===== src/rtl/dot_result_buffer.sv =====
// Small FIFO between the free-running dot product unit and a slower valid/ready consumer.
// Optional running sum of accepted results is enabled with `define RESULT_SUM_EN.
module dot_result_buffer #(
  parameter int DW    = 18,
  parameter int DEPTH = 4,
  parameter int SUM_W = 24
) (
  input  logic                   clk,
  input  logic                   reset,
  input  logic [DW-1:0]          in_data,
  input  logic                   in_valid,
  output logic [DW-1:0]          out_data,
  output logic                   out_valid,
  input  logic                   out_ready,
  output logic [$clog2(DEPTH):0] count,
  output logic                   full,
  output logic                   empty,
  output logic                   overflow,
  input  logic                   clear_ovf
`ifdef RESULT_SUM_EN
  ,
  output logic [SUM_W-1:0]       sum_out
`endif
);

  localparam int AW = $clog2(DEPTH);
  localparam int CW = AW + 1;

  logic [DW-1:0] r_mem [DEPTH];
  logic [AW-1:0] r_wr_ptr;
  logic [AW-1:0] r_rd_ptr;
  logic [CW-1:0] r_count;
  logic          r_overflow;

  logic w_full;
  logic w_empty;
  logic w_pop;
  logic w_push;
  logic w_drop;

  // Zero-extend a result and add it to the running sum, wrapping at SUM_W bits.
  function automatic logic [SUM_W-1:0] sum_wrap_add(input logic [SUM_W-1:0] acc,
                                                     input logic [DW-1:0]    val);
    logic [SUM_W-1:0] ext;
    ext = '0;
    ext[DW-1:0] = val;
    return acc + ext;
  endfunction

  assign w_full  = (r_count == CW'(DEPTH));
  assign w_empty = (r_count == '0);
  assign w_pop   = ~w_empty & out_ready;
  assign w_push  = in_valid & (~w_full | w_pop);
  assign w_drop  = in_valid & w_full & ~w_pop;

  // Storage is never reset; only pointers and count decide what is valid.
  always_ff @(posedge clk) begin
    if (w_push) r_mem[r_wr_ptr] <= in_data;
  end

  always_ff @(posedge clk) begin
    if (reset) begin
      r_wr_ptr   <= '0;
      r_rd_ptr   <= '0;
      r_count    <= '0;
      r_overflow <= 1'b0;
    end else begin
      if (w_push) r_wr_ptr <= r_wr_ptr + AW'(1);
      if (w_pop)  r_rd_ptr <= r_rd_ptr + AW'(1);
      if (w_push && !w_pop)      r_count <= r_count + CW'(1);
      else if (w_pop && !w_push) r_count <= r_count - CW'(1);
      // A drop in the same cycle as clear_ovf keeps the flag set.
      if (w_drop)         r_overflow <= 1'b1;
      else if (clear_ovf) r_overflow <= 1'b0;
    end
  end

`ifdef RESULT_SUM_EN
  logic [SUM_W-1:0] r_sum;

  always_ff @(posedge clk) begin
    if (reset)       r_sum <= '0;
    else if (w_push) r_sum <= sum_wrap_add(r_sum, in_data);
  end

  assign sum_out = r_sum;
`endif

  assign out_valid = ~w_empty;
  assign out_data  = w_empty ? '0 : r_mem[r_rd_ptr];
  assign count     = r_count;
  assign full      = w_full;
  assign empty     = w_empty;
  assign overflow  = r_overflow;

endmodule


===== config.mk =====
export PLATFORM = sky130hd
export DESIGN_NAME = dot_result_buffer
export DESIGN_NICKNAME = d
export VERILOG_FILES = /design/src/rtl/dot_result_buffer.sv
export SDC_FILE = /design/constraint.sdc
export NUM_CORES = 1
export LEC_CHECK = 0
export CORE_ASPECT_RATIO = 1.75
export CORE_MARGIN = 2
export CORE_UTILIZATION = 65
export DETAILED_ROUTE_END_ITERATION = 10
export DONT_BUFFER_PORTS = 1
export PLACE_DENSITY = 0.81
export SKIP_CTS_REPAIR_TIMING = 1
export SYNTH_ARGS = -nofsm -noshare
export SYNTH_HDL_FRONTEND = slang
export SYNTH_SLANG_ARGS = --single-unit

===== constraint.sdc =====
create_clock -name clk -period 3.7 [get_ports clk]
set_clock_uncertainty 0.05 [all_clocks]
set_input_delay 0.74 -clock clk [delete_from_list [all_inputs] [get_ports clk]]
set_output_delay 0.74 -clock clk [all_outputs]
set_load 0.005 [all_outputs]

* After elaboration in Yosys (flattened, before gate mapping)
Memories as Yosys holds them, arrays and structs flattened. A register that Yosys moved wholly into a read port is not among the register bits.
Index checks and enable logic that the tools add are counted.
** Storage, ports and cells
- Memories :: 1
- Output and inout port bits :: 25
- Bits in registers :: 8
- Word-level logic and storage cells :: 34
- Bits in writable memories :: 72
- Memory bits (read-only) :: 0
- Latch bits :: 0
- Input port bits :: 23
** Operators by class
- Magnitude comparators :: 0
- Multiplexer cells :: 9
- Multiply operators :: 0
- Bitwise gates (word level) :: 8
- Div/mod/pow operators :: 0
- Shift-type cells :: 0
- $add $sub $neg :: 4
- Reductions and logical operators :: 7
- Eq/ne operators :: 1
** Memories
- r_mem :: depth 4, width 18, read ports 1, clocked after Yosys merged registers in 1, wr ports 1, line 29 : logic [DW-1:0] r_mem [DEPTH];
** Operators by type and width (number)
- 2-to-1 mux 18 bit :: 1
- 2-to-1 mux 3 bit :: 2
- adder 2 x 1 -> 2 bit, second input constant :: 2
- AND 1 bit :: 4
- 2-to-1 mux 1 bit :: 4
- 2-to-1 mux 2 bit :: 2
- nonzero test 2 bit :: 2
- adder 3 x 1 -> 3 bit, second input constant :: 1
- equality test 3 bit, second input constant :: 1
- logical NOT 3 bit :: 1
- NOT 1 bit :: 3
- subtractor 3 x 1 -> 3 bit, second input constant :: 1
- logical AND 1 bit :: 2
- logical NOT 1 bit :: 2
- bitwise OR 1 bit :: 1

* Logic depth before layout (Yosys ltp)
Gate-level depths: netlist (run 1).
- Word-level depth :: 9
- Gate-level depth with buffers :: 8
- Mapped depth without buffers :: 8

* Least setup slack after synthesis (run 1)
No wires, ideal clock.
- Kind :: input to register
- Start :: input port out_ready
- End :: register r_count[2] (netlist: count[2])
- Path slack :: 1381 ps
- Buffers on the path :: 0
- Library setup time :: 70 ps
- Data arrival time :: 2199 ps
- Stages on the path :: 8
- Data required time :: 3580 ps
- Cells stage by stage :: inv_1 > a21boi_2 > ha_1 > inv_1 > fa_1 > xor2_1 > or3_1 > a21oi_1
** On the way
- Word-level cells in the longest chain between the ends :: 6
- Elaborated cells between the ends (all ways) :: 9
- Those cells by class :: mux: 1; bitwise: 3; reduce/logical: 5
** Ends and longest elaborated chain
- start, declared :: line 14 : input logic out_ready,
- AND 1 bit (*) :: line 52 : assign w_pop = ~w_empty & out_ready;
- bitwise OR 1 bit (*) :: line 53 : assign w_push = in_valid & (~w_full | w_pop);
- AND 1 bit (*) :: line 53
- net w_push :: line 38 : logic w_push;
- logical NOT 1 bit :: line 71 : else if (w_pop && !w_push) r_count <= r_count - CW'(1);
- logical AND 1 bit :: line 71
- nonzero test 2 bit (no source line)
- end signal, assigned :: line 70 : if (w_push && !w_pop) r_count <= r_count + CW'(1);
- end signal, assigned :: line 71
- end, declared :: line 32 : logic [CW-1:0] r_count;
Mark *: on every way through the listed nets, which the timed path passes. The rest lies on a longest branch.
A chain may end at the register's enable or synchronous reset.

==> summary.md, run 1 <==
| Metric | Value |
|---|---|
| Power per standard cell area | `690 mW/mm^2` |
| Crit path DAT | `1930 ps` |
| Clk_lat worst skew | `340 ps` |
| Setup TNS | `0 ps` |
| Synthesized cell area | `0.00329 mm^2` |
| Top FF cell, synth | `edfxtp_1` |
| Max_cap viols | `0` |
| Final period util | `73.5%` |
| Slew Viols, Final | `0` |
| Hpwl dp | `~3.3 mm` |
| RSZ-0062 raised after global routing | `false` |
| Max_slew headroom | `33.6%` |
| Root buf cell | `clkbuf_8` |
| Initial Util | `66.8%` |
| Commonest cells after routing, fill and taps aside | `edfxtp_1 (72), nor2b_1 (15), mux4_2 (10), dfxtp_1 (10), clkbuf_8 (9)` |
| Total number of vias | `1477` |
| Cells after synthesis | `168` |
| Layout area overhead | `7.37%` |
| Die Ht | `98.2 um` |
| Core area | `approximately 0.005 mm^2` |
| Worst Hold Class | `in2reg` |
| VDD IR-drop max | `0.477 mV` |
| Worst EP required | `a little under 3000 ps` |
| GRT Residual Overflow | `0` |
| Achievable Freq | `368 MHz` |
| CP Launch Type | `flip-flop` |
| Ys async rst share | `0%` |
| Synth Register Bits | `slightly above 80` |
| Antenna diodes | `0` |
| I/O pins | `48` |
| Num Clock Sinks | `82` |
| Non-Filler Cell Area, Final | `0.00354 mm^2` |
| First-pass GRT wire length | `slightly below 8 mm` |
| Post-DP Area | `about 0.0033 mm^2` |
| Logic pwr share | `between 20% and 30%` |
| Longest Clk Path Bufs | `2` |
| Power, Total | `2.44 mW` |
| Antenna violations before repair | `0` |
| # DRC | `0` |
| Crit path capture type | `primary output` |
| Leak Pwr | `1.19 nW` |
| Synthesized net count | `approximately 200` |
| DRT antenna net count | `0` |
| Crit-path max FO | `13` |
| CTS tree | `yes` |
| Vias in the first global route | `1594` |
| Avg Vias per Cell | `6.34` |
| Mapped Avg Cell Area | `19.6 um^2` |
| Int Pwr | `1.76 mW` |
| Die width | `57.8 um` |
| Clock share of power | `between 20% and 30%` |
| Post-synth EDFFs | `72` |
| Switching part of the total | `between 20 and 30%` |
| Num CTS Buffers | `9` |
| Die area | `0.00568 mm^2` |
| Hold_ws | `411 ps` |
| Slew @ Worst Pin | `~1000 ps` |
| Fin. Hold Viols | `0` |
| Register area share after synthesis | `71.7%` |
| Final setup fails | `0` |
| H-tree depth | `3` |
| Status | `finished clean` |
| Sequential power share | `a little under 50%` |
| GRT Total Usage | `19.8%` |
| Largest net degree at the start of global routing | `23` |
| DRT iter0 DRCs | `28` |
| IO buf count | `0` |
| Pre-antenna DRT Iters | `4` |
| Net Sw Power | `679 uW` |
| Routability congestion estimate | `0.702` |
| Layout cells sized above 1 | `between 15 and 20%` |
| Final wirelength | `slightly above 5 mm` |
| Min cycle time layout | `2720 ps` |
| Filler cells | `301` |
| Setup CP Type | `reg2out` |
| Clock-pin slew on the worst setup and hold paths | `roughly 70 ps` |
| YS warnings | `0` |
| Row count | `34` |
| Commonest non-fill, non-tap cell in the layout | `edfxtp_1` |
| Netlist cell types | `28` |
| Fin nets | `between 200 and 250` |
| Wire per inst | `22.1 um` |
-- state kept, by name (all words and copies together), names as in the netlist, named ones only --
signal    cells
r_mem        72
count         3
r_rd_ptr      2
r_wr_ptr      2
overflow      1
-- logic make-up (layout without fill, tap and decap cells) --
group                    Yosys count  count (layout)  synth area share (%)
AO/OA/AOI/OAI                      7               7                  1.44
AND/OR/NAND/NOR                   36              36                  7.06
multiplexers                      21              21                  14.2
buffers and inverters             13              24                  2.32
XOR/XNOR                           3               3                 0.798
adder cells (fa/ha/maj)            6               6                  2.51
flip-flops                        82              82                  71.7
-- cell type report --
cell class / count / area (um^2) / area share [%]
tap: 54 / 67.6 / 1.91
clock buffer: 10 / 128 / 3.61
multi-input combinational: 73 / 861 / 24.3
clock inverter: 6 / 81.3 / 2.30
inverter: 6 / 22.5 / 0.637
timing repair buffer: 2 / 15.0 / 0.424
sequential: 82 / 2360 / 66.8
-- power groups by stage --
stage,registers [mW],logic (mW),clock network [mW]
floorplan,1.17,0.526,0
CTS,1.19,0.597,0.681
global route,1.20,0.638,0.714
detailed placement,1.21,0.593,0
finish,1.19,0.585,0.667
global placement,1.20,0.570,0
-- cells in the mapped netlist, types with 2 or more instances --
library cell,instances,area [um^2]
and2_1,4,25.0
dfxtp_1,10,200
ha_1,5,62.6
clkbuf_1,2,7.51
a21oi_1,2,10.0
or3_1,2,12.5
nor2_1,7,26.3
buf_2,3,15.0
edfxtp_1,72,2160
mux2i_1,2,20.0
inv_1,6,22.5
mux4_1,8,210
nor2b_4,3,41.3
nor2b_1,15,93.8
nand2b_1,2,12.5
o21ai_0,2,10.0
mux4_2,10,225
xor2_1,3,26.3
-- metrics by stage --
| step | setup WS (ps) | util (%) | cells |
|---|---|---|---|
| 4_1_cts | 934 | 71.7 | 233 |
| 3_5_place_dp | 1140 | 67.4 | 217 |
| 2_1_floorplan | 1380 | - | 168 |
| 6_report | 980 | 71.7 | 233 |
| 5_1_grt | 858 | 71.7 | 233 |
| 3_3_place_gp | 1320 | 67.4 | 217 |
-- metal layers --
metal	GRT usage [%]	share of wire, %
met4	10.2	2.0
met3	7.68	5.9
met5	0	0
met2	33.7	58
met1	20.4	35
-- critical path, stage by stage (launching register included) --
cell and delay [ps]:
dfxtp_1 500, buf_4 340, mux4_1 590, nor2b_1 160
-- path summary, 6_finish.rpt --
kind | startpoint | end | slack, ps | cells past startpoint
setup / recovery | flip-flop | out_data[6] | 980 | 3
hold / removal | reset | overflow$_SDFFE_PP0P_ | 410 | 1
setup reg to reg | count[0]$_SDFFE_PP0P_ | count[2]$_SDFFE_PP0P_ | 1250 | 8
hold reg to reg | r_rd_ptr[1]$_SDFFE_PP0N_ | r_rd_ptr[1]$_SDFFE_PP0N_ | 450 | 2
Power figures use the tool's default switching activity.
==> inputs of run 2 (changes only) <==
Settings changed: CORE_UTILIZATION 65 to 62, PLACE_DENSITY 0.81 to 0.78.
Clock period 3.7 ns to 2.8 ns, I/O delays scaled along.
==> summary.md, run 2 (same netlist as run 1, synthesis figures left out) <==
| Metric | Value |
|---|---|
| Commonest cells after routing, fill and taps aside | `edfxtp_1 (72), nor2b_1 (15), mux4_2 (10), dfxtp_1 (10), clkbuf_8 (9)` |
| R2R setup slack | `about 430 ps` |
| Vias in the first global route | `approximately 1.7k` |
| Max_slew headroom | `roughly 73%` |
| Hold_ws | `237 ps` |
| Final period util | `85.6%` |
| Clock-pin slew on the worst setup and hold paths | `80 ps` |
| Post-DP Area | `~0.0034 mm^2` |
| I/O pins | `48` |
| Setup CP Type | `reg2out` |
| CTS tree | `yes` |
| IO buf count | `0` |
| Worst Hold Class | `in2reg` |
| RSZ-0062 raised after global routing | `false` |
| Final wirelength | `5.09 mm` |
| Avg Vias per Cell | `6.33` |
| Fin nets | `208` |
| Die Ht | `between 100 and 150 um` |
| CP Launch Type | `flip-flop` |
| Power per standard cell area | `a little under 900 mW/mm^2` |
| Place WS | `463 ps` |
| Core area | `between 0.005 and 0.006 mm^2` |
| Leak Pwr | `1.20 nW` |
| DRT iter0 DRCs | `40` |
| Commonest non-fill, non-tap cell in the layout | `edfxtp_1` |
| Layout cells sized above 1 | `between 20% and 30%` |
| Num Clock Sinks | `about 80` |
| Hold path depth | `1` |
| # DRC | `0` |
| Util after Layout | `68.5%` |
| Crit path DAT | `1790 ps` |
| Worst setup margin | `403 ps` |
| Achievable Freq | `approximately 420 MHz` |
| Wire per inst | `21.4 um` |
| Non-filler cells, final | `238` |
| Non-Filler Cell Area, Final | `0.00357 mm^2` |
| GRT Residual Overflow | `0` |
| Crit-path max FO | `15` |
| Hold Path End | `count[2]$_SDFFE_PP0P_` |
| GRT Total Usage | `slightly below 20%` |
| Total number of vias | `1507` |
| Clk_lat worst skew | `roughly 330 ps` |
| Final setup fails | `0` |
| Pre-antenna DRT Iters | `4` |
| Hpwl dp | `3.44 mm` |
| Largest net degree at the start of global routing | `23` |
| Slew @ Worst Pin | `400 ps` |
| Reg2reg start | `count[0]$_SDFFE_PP0P_` |
| Slew Viols, Final | `0` |
| Antenna diodes | `0` |
| Max_cap viols | `0` |
| Layout area overhead | `8.39%` |
| R2r worst-path depth | `8` |
| Fin. Hold Viols | `0` |
| Power, Total | `~3.2 mW` |
| Initial Util | `a little over three fifths` |
| Routability congestion estimate | `between 0.7 and 0.8` |
| First-pass GRT wire length | `8.05 mm` |
| Worst EP required | `2190 ps` |
| Min cycle time layout | `2400 ps` |
| Status | `finished clean` |
| Hold_sp | `reset` |
| FF-to-FF End | `count[2]$_SDFFE_PP0P_` |
| Setup TNS | `0 ps` |
| Reg with most FFs | `r_mem` |
| Longest Clk Path Bufs | `2` |
| H-tree depth | `3` |
| Antenna violations before repair | `0` |
| Root buf cell | `clkbuf_8` |
| Die area | `about 0.006 mm^2` |
| Max reg flops | `72` |
| Crit path capture type | `primary output` |
| Inst Count DP | `223` |
| Row count | `35` |
| VDD IR-drop max | `0.658 mV` |
| Num CTS Buffers | `9` |
| DRT antenna net count | `0` |
| Die width | `59.1 um` |
run 2: worst max path at each step:
stage,startpoint,end,slack [ps],cells after the start
finish,flip-flop,out_data[6],400,3
global route,count[0]$_SDFFE_PP0P_,count[2]$_SDFFE_PP0P_,240,8
floorplan,out_ready,count[2]$_SDFFE_PP0P_,660,8
CTS,flip-flop,out_data[6],360,3
detailed placement,count[0]$_SDFFE_PP0P_,count[2]$_SDFFE_PP0P_,460,8
global placement,count[0]$_SDFFE_PP0P_,count[2]$_SDFFE_PP0P_,580,8
run 2: per-layer routing:
metal  part of all wire [%]  GRT usage [%]
met5                      0              0
met4                    1.1           9.97
met3                    5.4           5.28
met2                     57           33.1
met1                     37           21.9
run 2: where the power goes:
group          leakage, nW  total, mW  switching [mW]  internal, mW
Combinational        0.369      0.834           0.438         0.396
Sequential           0.743       1.55          0.0875          1.46
Clock               0.0917      0.805           0.395         0.410
Total                 1.20       3.19           0.920          2.27
run 2: worst max-delay path, stage by stage, from the launching register on:
cell and delay, ps:
dfxtp_1 500, buf_12 220, mux4_1 570, nor2b_1 160
run 2: cell type report:
| cell class | count | area, um^2 |
|---|---|---|
| clock inverter | 6 | 67.6 |
| fill | 312 | 1640 |
| tap | 55 | 68.8 |
| inverter | 6 | 22.5 |
| clock buffer | 9 | 124 |
| timing repair buffer | 7 | 65.1 |
| multi-input combinational | 73 | 861 |
| sequential | 82 | 2360 |
==> inputs of run 3 (changes only) <==
Settings changed: CORE_UTILIZATION 62 to 56, PLACE_DENSITY 0.78 to 0.74.
Clock period 2.8 ns to 2.1 ns, I/O delays scaled along.
==> summary.md, run 3 (same netlist as run 1, synthesis figures left out) <==
| Metric | Value |
|---|---|
| Status | `finished clean` |
| Antenna violations before repair | `0` |
| Int Pwr | `3.15 mW` |
| Num Clock Sinks | `just over 80` |
| CTS tree | `yes` |
| Fin nets | `219` |
| Die Ht | `105 um` |
| Total number of vias | `between 1.5k and 2k` |
| Hpwl dp | `between 3 and 4 mm` |
| Max reg flops | `72` |
| Crit path capture type | `flip-flop` |
| Leak Pwr | `1.26 nW` |
| GRT Total Usage | `18.5%` |
| Min cycle time layout | `about 2100 ps` |
| Net Sw Power | `around 1.3 mW` |
| Commonest cells after routing, fill and taps aside | `edfxtp_1 (72), buf_4 (16), nor2b_1 (15), mux4_2 (10), clkbuf_8 (9)` |
| Longest Clk Path Bufs | `2` |
| RSZ-0062 raised after global routing | `true` |
| Clock share of power | `between 20% and 30%` |
| Crit-path max FO | `3` |
| Inst Count DP | `255` |
| Filler cells | `389` |
| Final wirelength | `5.46 mm` |
| Setup CP Type | `reg2reg` |
| Crit path DAT | `2290 ps` |
| I/O pins | `48` |
| Non-filler cells, final | `273` |
| Row count | `37` |
| Sequential power share | `46.8%` |
| Util after Layout | `64.5%` |
| DRT iter0 DRCs | `between 40 and 50` |
| Initial Util | `between 50 and 60%` |
| Max_slew headroom | `between 70% and 80%` |
| Place WS | `-52.1 ps` |
| Num CTS Buffers | `9` |
| VDD IR-drop max | `slightly below 1 mV` |
| Slew Viols, Final | `0` |
| Layout area overhead | `13.3%` |
| Die width | `62.0 um` |
| Largest net degree at the start of global routing | `23` |
| Reg with most FFs | `r_mem` |
| Pre-antenna DRT Iters | `4` |
| Layout cells sized above 1 | `29.2%` |
| Max_cap viols | `0` |
| Worst setup margin | `35.1 ps` |
| Slew @ Worst Pin | `354 ps` |
| Vias in the first global route | `1696` |
| Commonest non-fill, non-tap cell in the layout | `edfxtp_1` |
| Root buf cell | `clkbuf_8` |
| Achievable Freq | `484 MHz` |
| Core area | `0.00579 mm^2` |
| Die area | `~0.0065 mm^2` |
| IO buf count | `0` |
| DRT antenna net count | `0` |
| Switching part of the total | `28.9%` |
| Setup TNS | `0 ps` |
| Logic pwr share | `28.9%` |
| First-pass GRT wire length | `8.29 mm` |
| Fin. Hold Viols | `0` |
| Power per standard cell area | `1190 mW/mm^2` |
| Wire per inst | `20.0 um` |
| Avg Vias per Cell | `between 5 and 6` |
| Routability congestion estimate | `0.642` |
| Clk_lat worst skew | `340 ps` |
| # DRC | `0` |
| CP Launch Type | `flip-flop` |
| Final setup fails | `0` |
| R2R setup slack | `40 ps` |
| Final period util | `about 98%` |
| H-tree depth | `3` |
| GRT Residual Overflow | `0` |
| Clock-pin slew on the worst setup and hold paths | `80 ps` |
| Worst EP required | `approximately 2300 ps` |
| Worst Hold Class | `in2reg` |
| Antenna diodes | `0` |
-- run 3: cell count changes in the layout (fill, tap and decap cells not counted), sizes merged --
cell	change
inv	-1
clkinvlp	+2
clkbuf	+1
buf	+10
-- run 3: power by group through the flow --
stage,sequential [mW],combinational (mW),clock (mW)
final,2.07,1.28,1.07
after CTS,2.04,1.24,1.10
after global placement,2.06,1.16,0
after global routing,2.09,1.40,1.15
after floorplan,2.06,0.926,0
after detailed placement,2.08,1.23,0
-- run 3: path summary, 6_finish.rpt --
path / startpoint / to / cells past startpoint
min reg2reg: r_rd_ptr[1]$_SDFFE_PP0N_ / r_rd_ptr[1]$_SDFFE_PP0N_ / 2
max: count[2]$_SDFFE_PP0P_ / count[2]$_SDFFE_PP0P_ / 8
min: reset / count[2]$_SDFFE_PP0P_ / 1
max reg2reg: count[2]$_SDFFE_PP0P_ / count[2]$_SDFFE_PP0P_ / 8
-- run 3: per-layer routing --
metal | vias up | global-route usage, % | wire length (um)
met5 | - | 0 | 0
met4 | 0 | 9.42 | 133
met3 | 13 | 6.26 | 294
met2 | 48 | 31.3 | 3190
met1 | 770 | 19.0 | 1850
li1 | 694 | - | -
-- run 3: final cells by class --
class / count / area [um^2] / share of cell area, %
flip-flops and latches: 82 / 2370 / 63.6
multi-input cells: 73 / 881 / 23.6
repair buffers: 18 / 165 / 4.43
clock buffers: 9 / 124 / 3.32
well taps: 78 / 97.6 / 2.61
clock inverters: 7 / 70.1 / 1.88
inverters: 6 / 22.5 / 0.603
-- run 3: metrics by stage --
step	area [um^2]	power [mW]	hold slack [ps]
after floorplan	3300	2.98	409
after global placement	3480	3.22	414
after detailed placement	3480	3.31	431
after CTS	3670	4.37	69.7
after global routing	3730	4.64	52.9
final	3730	4.42	71.7
-- run 3: worst max-delay path, cell delays in order (launching register included) --
cell and delay (ps):
dfxtp_2 350, nor3b_2 170, a21boi_2 170, ha_2 210, inv_1 50, fa_1 370, xor2_1 160, or3_1 340
a21oi_2 120
